[config.mk]
export PLATFORM = sky130hd
export DESIGN_NAME = fpu_mul
export DESIGN_NICKNAME = d
export VERILOG_FILES = /design/src/rtl/fpu_mul.sv
export SDC_FILE = /design/constraint.sdc
export NUM_CORES = 1
export LEC_CHECK = 0
export CAP_MARGIN = 5
export CELL_PAD_IN_SITES_DETAIL_PLACEMENT = 0
export CELL_PAD_IN_SITES_GLOBAL_PLACEMENT = 1
export CORE_MARGIN = 2
export CORE_UTILIZATION = 47
export CTS_CLUSTER_DIAMETER = 120
export CTS_CLUSTER_SIZE = 25
export DETAILED_ROUTE_END_ITERATION = 10
export PLACE_DENSITY = 0.94
export SYNTH_ARGS = -nofsm -noshare
export SYNTH_HDL_FRONTEND = slang
export SYNTH_SLANG_ARGS = --single-unit
[constraint.sdc]
create_clock -name clk -period 4.6 [get_ports clk]
set_input_delay 0.46 -clock clk [delete_from_list [all_inputs] [get_ports clk]]
set_output_delay 0.46 -clock clk [all_outputs]
set_load 0.005 [all_outputs]
[src/rtl/fpu_mul.sv]
// fpu_mul: IEEE-754 single-precision multiplier with an iterative shift-add
// significand datapath retiring BITS_PER_CYCLE multiplier bits per cycle.
// Flush-to-zero on subnormal inputs and outputs.
// Optional feature: define FPU_MUL_RNE_EN for round-to-nearest-even;
// the default build truncates (round toward zero) and still reports inexact.
module fpu_mul #(
  parameter int unsigned BITS_PER_CYCLE = 1
) (
  input  logic        clk,
  input  logic        rst_n,
  input  logic        in_valid,
  output logic        in_ready,
  input  logic [31:0] a,
  input  logic [31:0] b,
  output logic        out_valid,
  input  logic        out_ready,
  output logic [31:0] result,
  output logic [3:0]  flags
);

  localparam int unsigned N_CYC = 24 / BITS_PER_CYCLE;
  localparam int unsigned CNT_W = 5;

  typedef enum logic [1:0] {IDLE, MUL, NORM, DONE} state_t;

  state_t state_q, state_d;

  logic               sign_q;
  logic signed [9:0]  exp_q;
  logic [47:0]        acc_q;
  logic [47:0]        mcand_q;
  logic [23:0]        mplier_q;
  logic [CNT_W-1:0]   cnt_q;

  logic        accept;
  logic [7:0]  ea, eb;
  logic        a_nan, b_nan, a_inf, b_inf, a_zero, b_zero;
  logic        special;
  logic        sign_in;
  logic [31:0] spec_result;
  logic [3:0]  spec_flags;

  logic [47:0]       acc_sum;
  logic [23:0]       mant;
  logic              g_bit, s_bit, rnd_inc, inexact;
  logic [24:0]       mant_rnd;
  logic [22:0]       mant_fin;
  logic signed [9:0] e_pre, e_fin;
  logic [31:0]       norm_result;
  logic [3:0]        norm_flags;

  assign accept  = in_valid && in_ready;
  assign ea      = a[30:23];
  assign eb      = b[30:23];
  assign sign_in = a[31] ^ b[31];

  // Operand classification; subnormals count as zero
  always_comb begin
    a_nan   = (ea == 8'hFF) && (a[22:0] != 23'd0);
    b_nan   = (eb == 8'hFF) && (b[22:0] != 23'd0);
    a_inf   = (ea == 8'hFF) && (a[22:0] == 23'd0);
    b_inf   = (eb == 8'hFF) && (b[22:0] == 23'd0);
    a_zero  = (ea == 8'h00);
    b_zero  = (eb == 8'h00);
    special = a_nan || b_nan || a_inf || b_inf || a_zero || b_zero;
  end

  // Result of the special-case path (NaN, inf*0, inf, zero)
  always_comb begin
    spec_result = {sign_in, 31'd0};
    spec_flags  = 4'b0000;
    if (a_nan || b_nan || (a_inf && b_zero) || (b_inf && a_zero)) begin
      spec_result = 32'h7FC0_0000;
      spec_flags  = 4'b1000;
    end else if (a_inf || b_inf) begin
      spec_result = {sign_in, 8'hFF, 23'd0};
    end
  end

  // Next-state logic
  always_comb begin
    state_d = state_q;
    case (state_q)
      IDLE: if (accept) state_d = special ? DONE : MUL;
      MUL:  if (cnt_q == CNT_W'(N_CYC - 1)) state_d = NORM;
      NORM: state_d = DONE;
      DONE: if (out_ready) state_d = IDLE;
      default: state_d = IDLE;
    endcase
  end

  // State register
  always_ff @(posedge clk or negedge rst_n) begin
    if (!rst_n) state_q <= IDLE;
    else        state_q <= state_d;
  end

  // Handshake outputs track the state being entered
  always_ff @(posedge clk or negedge rst_n) begin
    if (!rst_n) begin
      in_ready  <= 1'b1;
      out_valid <= 1'b0;
    end else begin
      in_ready  <= (state_d == IDLE);
      out_valid <= (state_d == DONE);
    end
  end

  // One iteration of shift-add: add shifted multiplicand for each set multiplier bit
  always_comb begin
    acc_sum = acc_q;
    for (int i = 0; i < int'(BITS_PER_CYCLE); i++) begin
      if (mplier_q[i]) acc_sum = acc_sum + (mcand_q << i);
    end
  end

  // Significand multiplier and exponent/sign capture
  always_ff @(posedge clk or negedge rst_n) begin
    if (!rst_n) begin
      sign_q   <= 1'b0;
      exp_q    <= 10'sd0;
      acc_q    <= 48'd0;
      mcand_q  <= 48'd0;
      mplier_q <= 24'd0;
      cnt_q    <= '0;
    end else if (state_q == IDLE && accept) begin
      sign_q   <= sign_in;
      exp_q    <= $signed({2'b00, ea}) + $signed({2'b00, eb}) - 10'sd127;
      acc_q    <= 48'd0;
      mcand_q  <= {24'd0, 1'b1, a[22:0]};
      mplier_q <= {1'b1, b[22:0]};
      cnt_q    <= '0;
    end else if (state_q == MUL) begin
      acc_q    <= acc_sum;
      mcand_q  <= mcand_q << BITS_PER_CYCLE;
      mplier_q <= mplier_q >> BITS_PER_CYCLE;
      cnt_q    <= cnt_q + CNT_W'(1);
    end
  end

  // Normalize, round and range-check the finished product
  always_comb begin
    if (acc_q[47]) begin
      mant  = acc_q[47:24];
      g_bit = acc_q[23];
      s_bit = |acc_q[22:0];
      e_pre = exp_q + 10'sd1;
    end else begin
      mant  = acc_q[46:23];
      g_bit = acc_q[22];
      s_bit = |acc_q[21:0];
      e_pre = exp_q;
    end
`ifdef FPU_MUL_RNE_EN
    rnd_inc = g_bit & (s_bit | mant[0]);
`else
    rnd_inc = 1'b0;
`endif
    mant_rnd = {1'b0, mant} + 25'(rnd_inc);
    if (mant_rnd[24]) begin
      mant_fin = mant_rnd[23:1];
      e_fin    = e_pre + 10'sd1;
    end else begin
      mant_fin = mant_rnd[22:0];
      e_fin    = e_pre;
    end
    inexact = g_bit | s_bit;
    if (e_fin >= 10'sd255) begin
      norm_result = {sign_q, 8'hFF, 23'd0};
      norm_flags  = 4'b0101;
    end else if (e_fin <= 10'sd0) begin
      norm_result = {sign_q, 31'd0};
      norm_flags  = 4'b0011;
    end else begin
      norm_result = {sign_q, e_fin[7:0], mant_fin};
      norm_flags  = {3'b000, inexact};
    end
  end

  // Result and flags load only on entry to DONE
  always_ff @(posedge clk or negedge rst_n) begin
    if (!rst_n) begin
      result <= 32'd0;
      flags  <= 4'd0;
    end else if (state_q == IDLE && accept && special) begin
      result <= spec_result;
      flags  <= spec_flags;
    end else if (state_q == NORM) begin
      result <= norm_result;
      flags  <= norm_flags;
    end
  end

endmodule

==> metrics.cfg <==
[power]
sequentialPowerShare = 0.350
ir_drop_v = 0.000308
p_switching_uw = 3220
finalPower_uw = 7760
p_per_area_nw_per_um2 = 627
power_leakage_uw = 0.00565
p_clk_frac = 0.196
netSwitchingFraction = 0.415
p_comb_frac = 0.454
power.internal_uw = 4540

[placement]
dp_cells = 1551
gp_congestion = 0.914
portBuffers = 105
dpl.hpwl_um = 18600
placed_cell_area_um2 = 11800

[yosys]
synth_xor_area_frac = 0.0451
post_synth.cell_area_avg_um2 = 8.65
synth_top_family_by_area = compound AO/OA/AOI/OAI gates
synthMuxAreaShare = 0.0240
ys.warnings.count = 0
async_flop_share = 1.00
syn-num-nets = 1347
yosys-top-cells-area = dfrtp_1, nand2_1, ha_1
synth-seq-cells = 176
ys_types = 66
yosysTopAreaCellShare = 0.417
yosysTopAreaCell = dfrtp_1
synthAdderAreaFrac = 0.0801
synthCells = 1213
yosys.area_share.simple = 0.195
synth_edf_count = 0
synth_compound_area_frac = 0.205
yosys_most_used_dff = dfrtp_1
synthesis.area_um2 = 10500
yosysSeqAreaShare = 0.420

[timing]
worst_hold_slack_ns = 0.101
setup-tns-final_ns = 0
rsz0062_at_grt = no
hold_viol = 0
period_share = 0.749
fmax_mhz = 290
finalClockSkew_ns = 0.0111
period_minus_slack_ns = 3.44
slew_headroom = 0.182
slew_violations = 0
worst-slew-pin-transition_ns = 1.22
setup_viol = 0

[global_route]
grt.overflow.total = 0
grt_pass1_vias = 8921
grt_util_all_layers = 0.229
grt_start_max_net_pins = 100
grt_antenna_before_repair = 0
grt_pass1_wl_um = 44600

[final_layout]
antennaDiodeCount = 0
drive_above_1_share = 0.0499
layout.nets = 1424
final_cells = 1583
final_common_cell = nand2_1
syn_to_final_growth_pct = 18.0
final_cell_mix = nand2_1, dfrtp_1, o21ai_0
fin_area_um2 = 12400
fillers = 2027

[clocking]
root_buffer = clkbuf_16
clk_path_buf_depth = 2
clk_pin_slew_worst_paths_ns = 0.07
cts.sinks = 176
cts_max_level = 4
cts_hold_buf = 0
cts_resized = 0
cts_tree = yes
worstSkewPairLatency_ns = 0.43
cts_setup_buffers = 0
cts_buffers = 17

[setup_path]
cp_max_fo = 22
path_class = register to register
cp-end-kind = register
arrival_ns = 3.78
critPathLaunchType = register
r2r_slack_ns = 1.16
required_ns = 4.93

[routing]
wl_per_cell_um = 16.7
dr.pass1.iters = 8
routed_wl_um = 26500
drtIter0Drc = 592
ant_nets = 0
drc_errors = 0
num_vias = 9161
viasPerCell = 5.79

[hold_path]
hold_class = input port to async pin

[floorplan]
die-area_um2 = 23500
start_util = 0.479
placementRows = 54
core_um2 = 21900
io_pins = 106
die_h_um = 153
fp.dieW_um = 153

[status]
status = completed

[flow_run]
max-cap-violations = 0

Yosys cell counts (8+ instances only):
cell,count
o22a_1,9
nor3_1,9
nor4_1,23
a21o_1,29
o21ai_1,8
xnor2_1,31
a21oi_1,62
inv_1,27
nand4_1,19
mux2i_1,24
dfrtp_1,175
nor2_1,61
nand3_1,27
a31oi_1,26
xor2_1,23
nand2_1,278
ha_1,64
o21ai_0,126
nand2b_1,9
clkbuf_1,40
nor2b_1,8
buf_1,10
a22oi_1,25
sequential cells by signal (all words and copies together), names as in the netlist:
signal     cells
acc_q         48
cnt_q          5
exp_q         10
flags          4
in_ready       1
mcand_q       48
mplier_q      24
out_valid      1
result        32
sign_q         1
state_q        2
area by class of cell:
cell class,instances,area [um^2],share of cell area
Clock buffer,21,460,0.0372
Clock inverter,11,155,0.0125
Inverter,27,101,0.00819
Multi-Input combinational cell,954,5790,0.468
Sequential cell,176,4410,0.356
Tap cell,280,350,0.0283
Timing Repair Buffer,114,1120,0.0904
kinds of logic (layout without fill, tap and decap cells):
family,after synthesis,after routing
AO/OA/AOI/OAI,344,344
XOR/XNOR,54,54
adder cells (fa/ha/maj),66,66
buffers and inverters,83,173
flip-flops,176,176
multiplexers,25,25
AND/OR/NAND/NOR,465,465
critical path, cell delays in order (launching register included):
cell	delay (ns)
dfrtp_1	0.52
ha_1	0.33
and3_1	0.18
nand3_1	0.09
xnor2_1	0.31
nor4_1	0.15
nor3b_1	0.29
o21ai_0	0.17
o21ai_2	0.16
nand4_1	0.73
o21ai_0	0.41
routing by layer:
layer	routed length (um)	track usage	share of wire	vias up
met5	0	0	0	-
met4	405	0.0647	0.015	0
met3	968	0.0377	0.037	32
met2	12600	0.373	0.48	189
met1	12500	0.317	0.47	4450
li1	-	-	-	4490
metrics by stage:
step / utilization / setup WS (ns)
final: 0.566 / 1.16
after global routing: 0.566 / 0.787
after CTS: 0.566 / 1.16
after detailed placement: 0.537 / 0.883
after global placement: 0.537 / 1.00
after floorplan: - / 1.64
worst paths after layout:
| check | to | from | cells past startpoint |
|---|---|---|---|
| max | result[2] | exp_q[0] | 10 |
| min | result[4] | rst_n | 1 |
| max reg2reg | result[2] | exp_q[0] | 10 |
| min reg2reg | result[15] | result[15] | 2 |
| max in group asynchronous | result[26] | rst_n | 2 |
| min in group clk | result[15] | result[15] | 2 |
power by group through the flow:
stage,Clock (uW),Combinational [uW],Sequential [uW]
final,1520,3530,2720
after detailed placement,0,3510,2730
after CTS,1540,3530,2710
after floorplan,0,2530,2560
after global routing,1610,3970,2800
after global placement,0,3420,2710
Note: power is estimated with default switching activity, not from simulation.
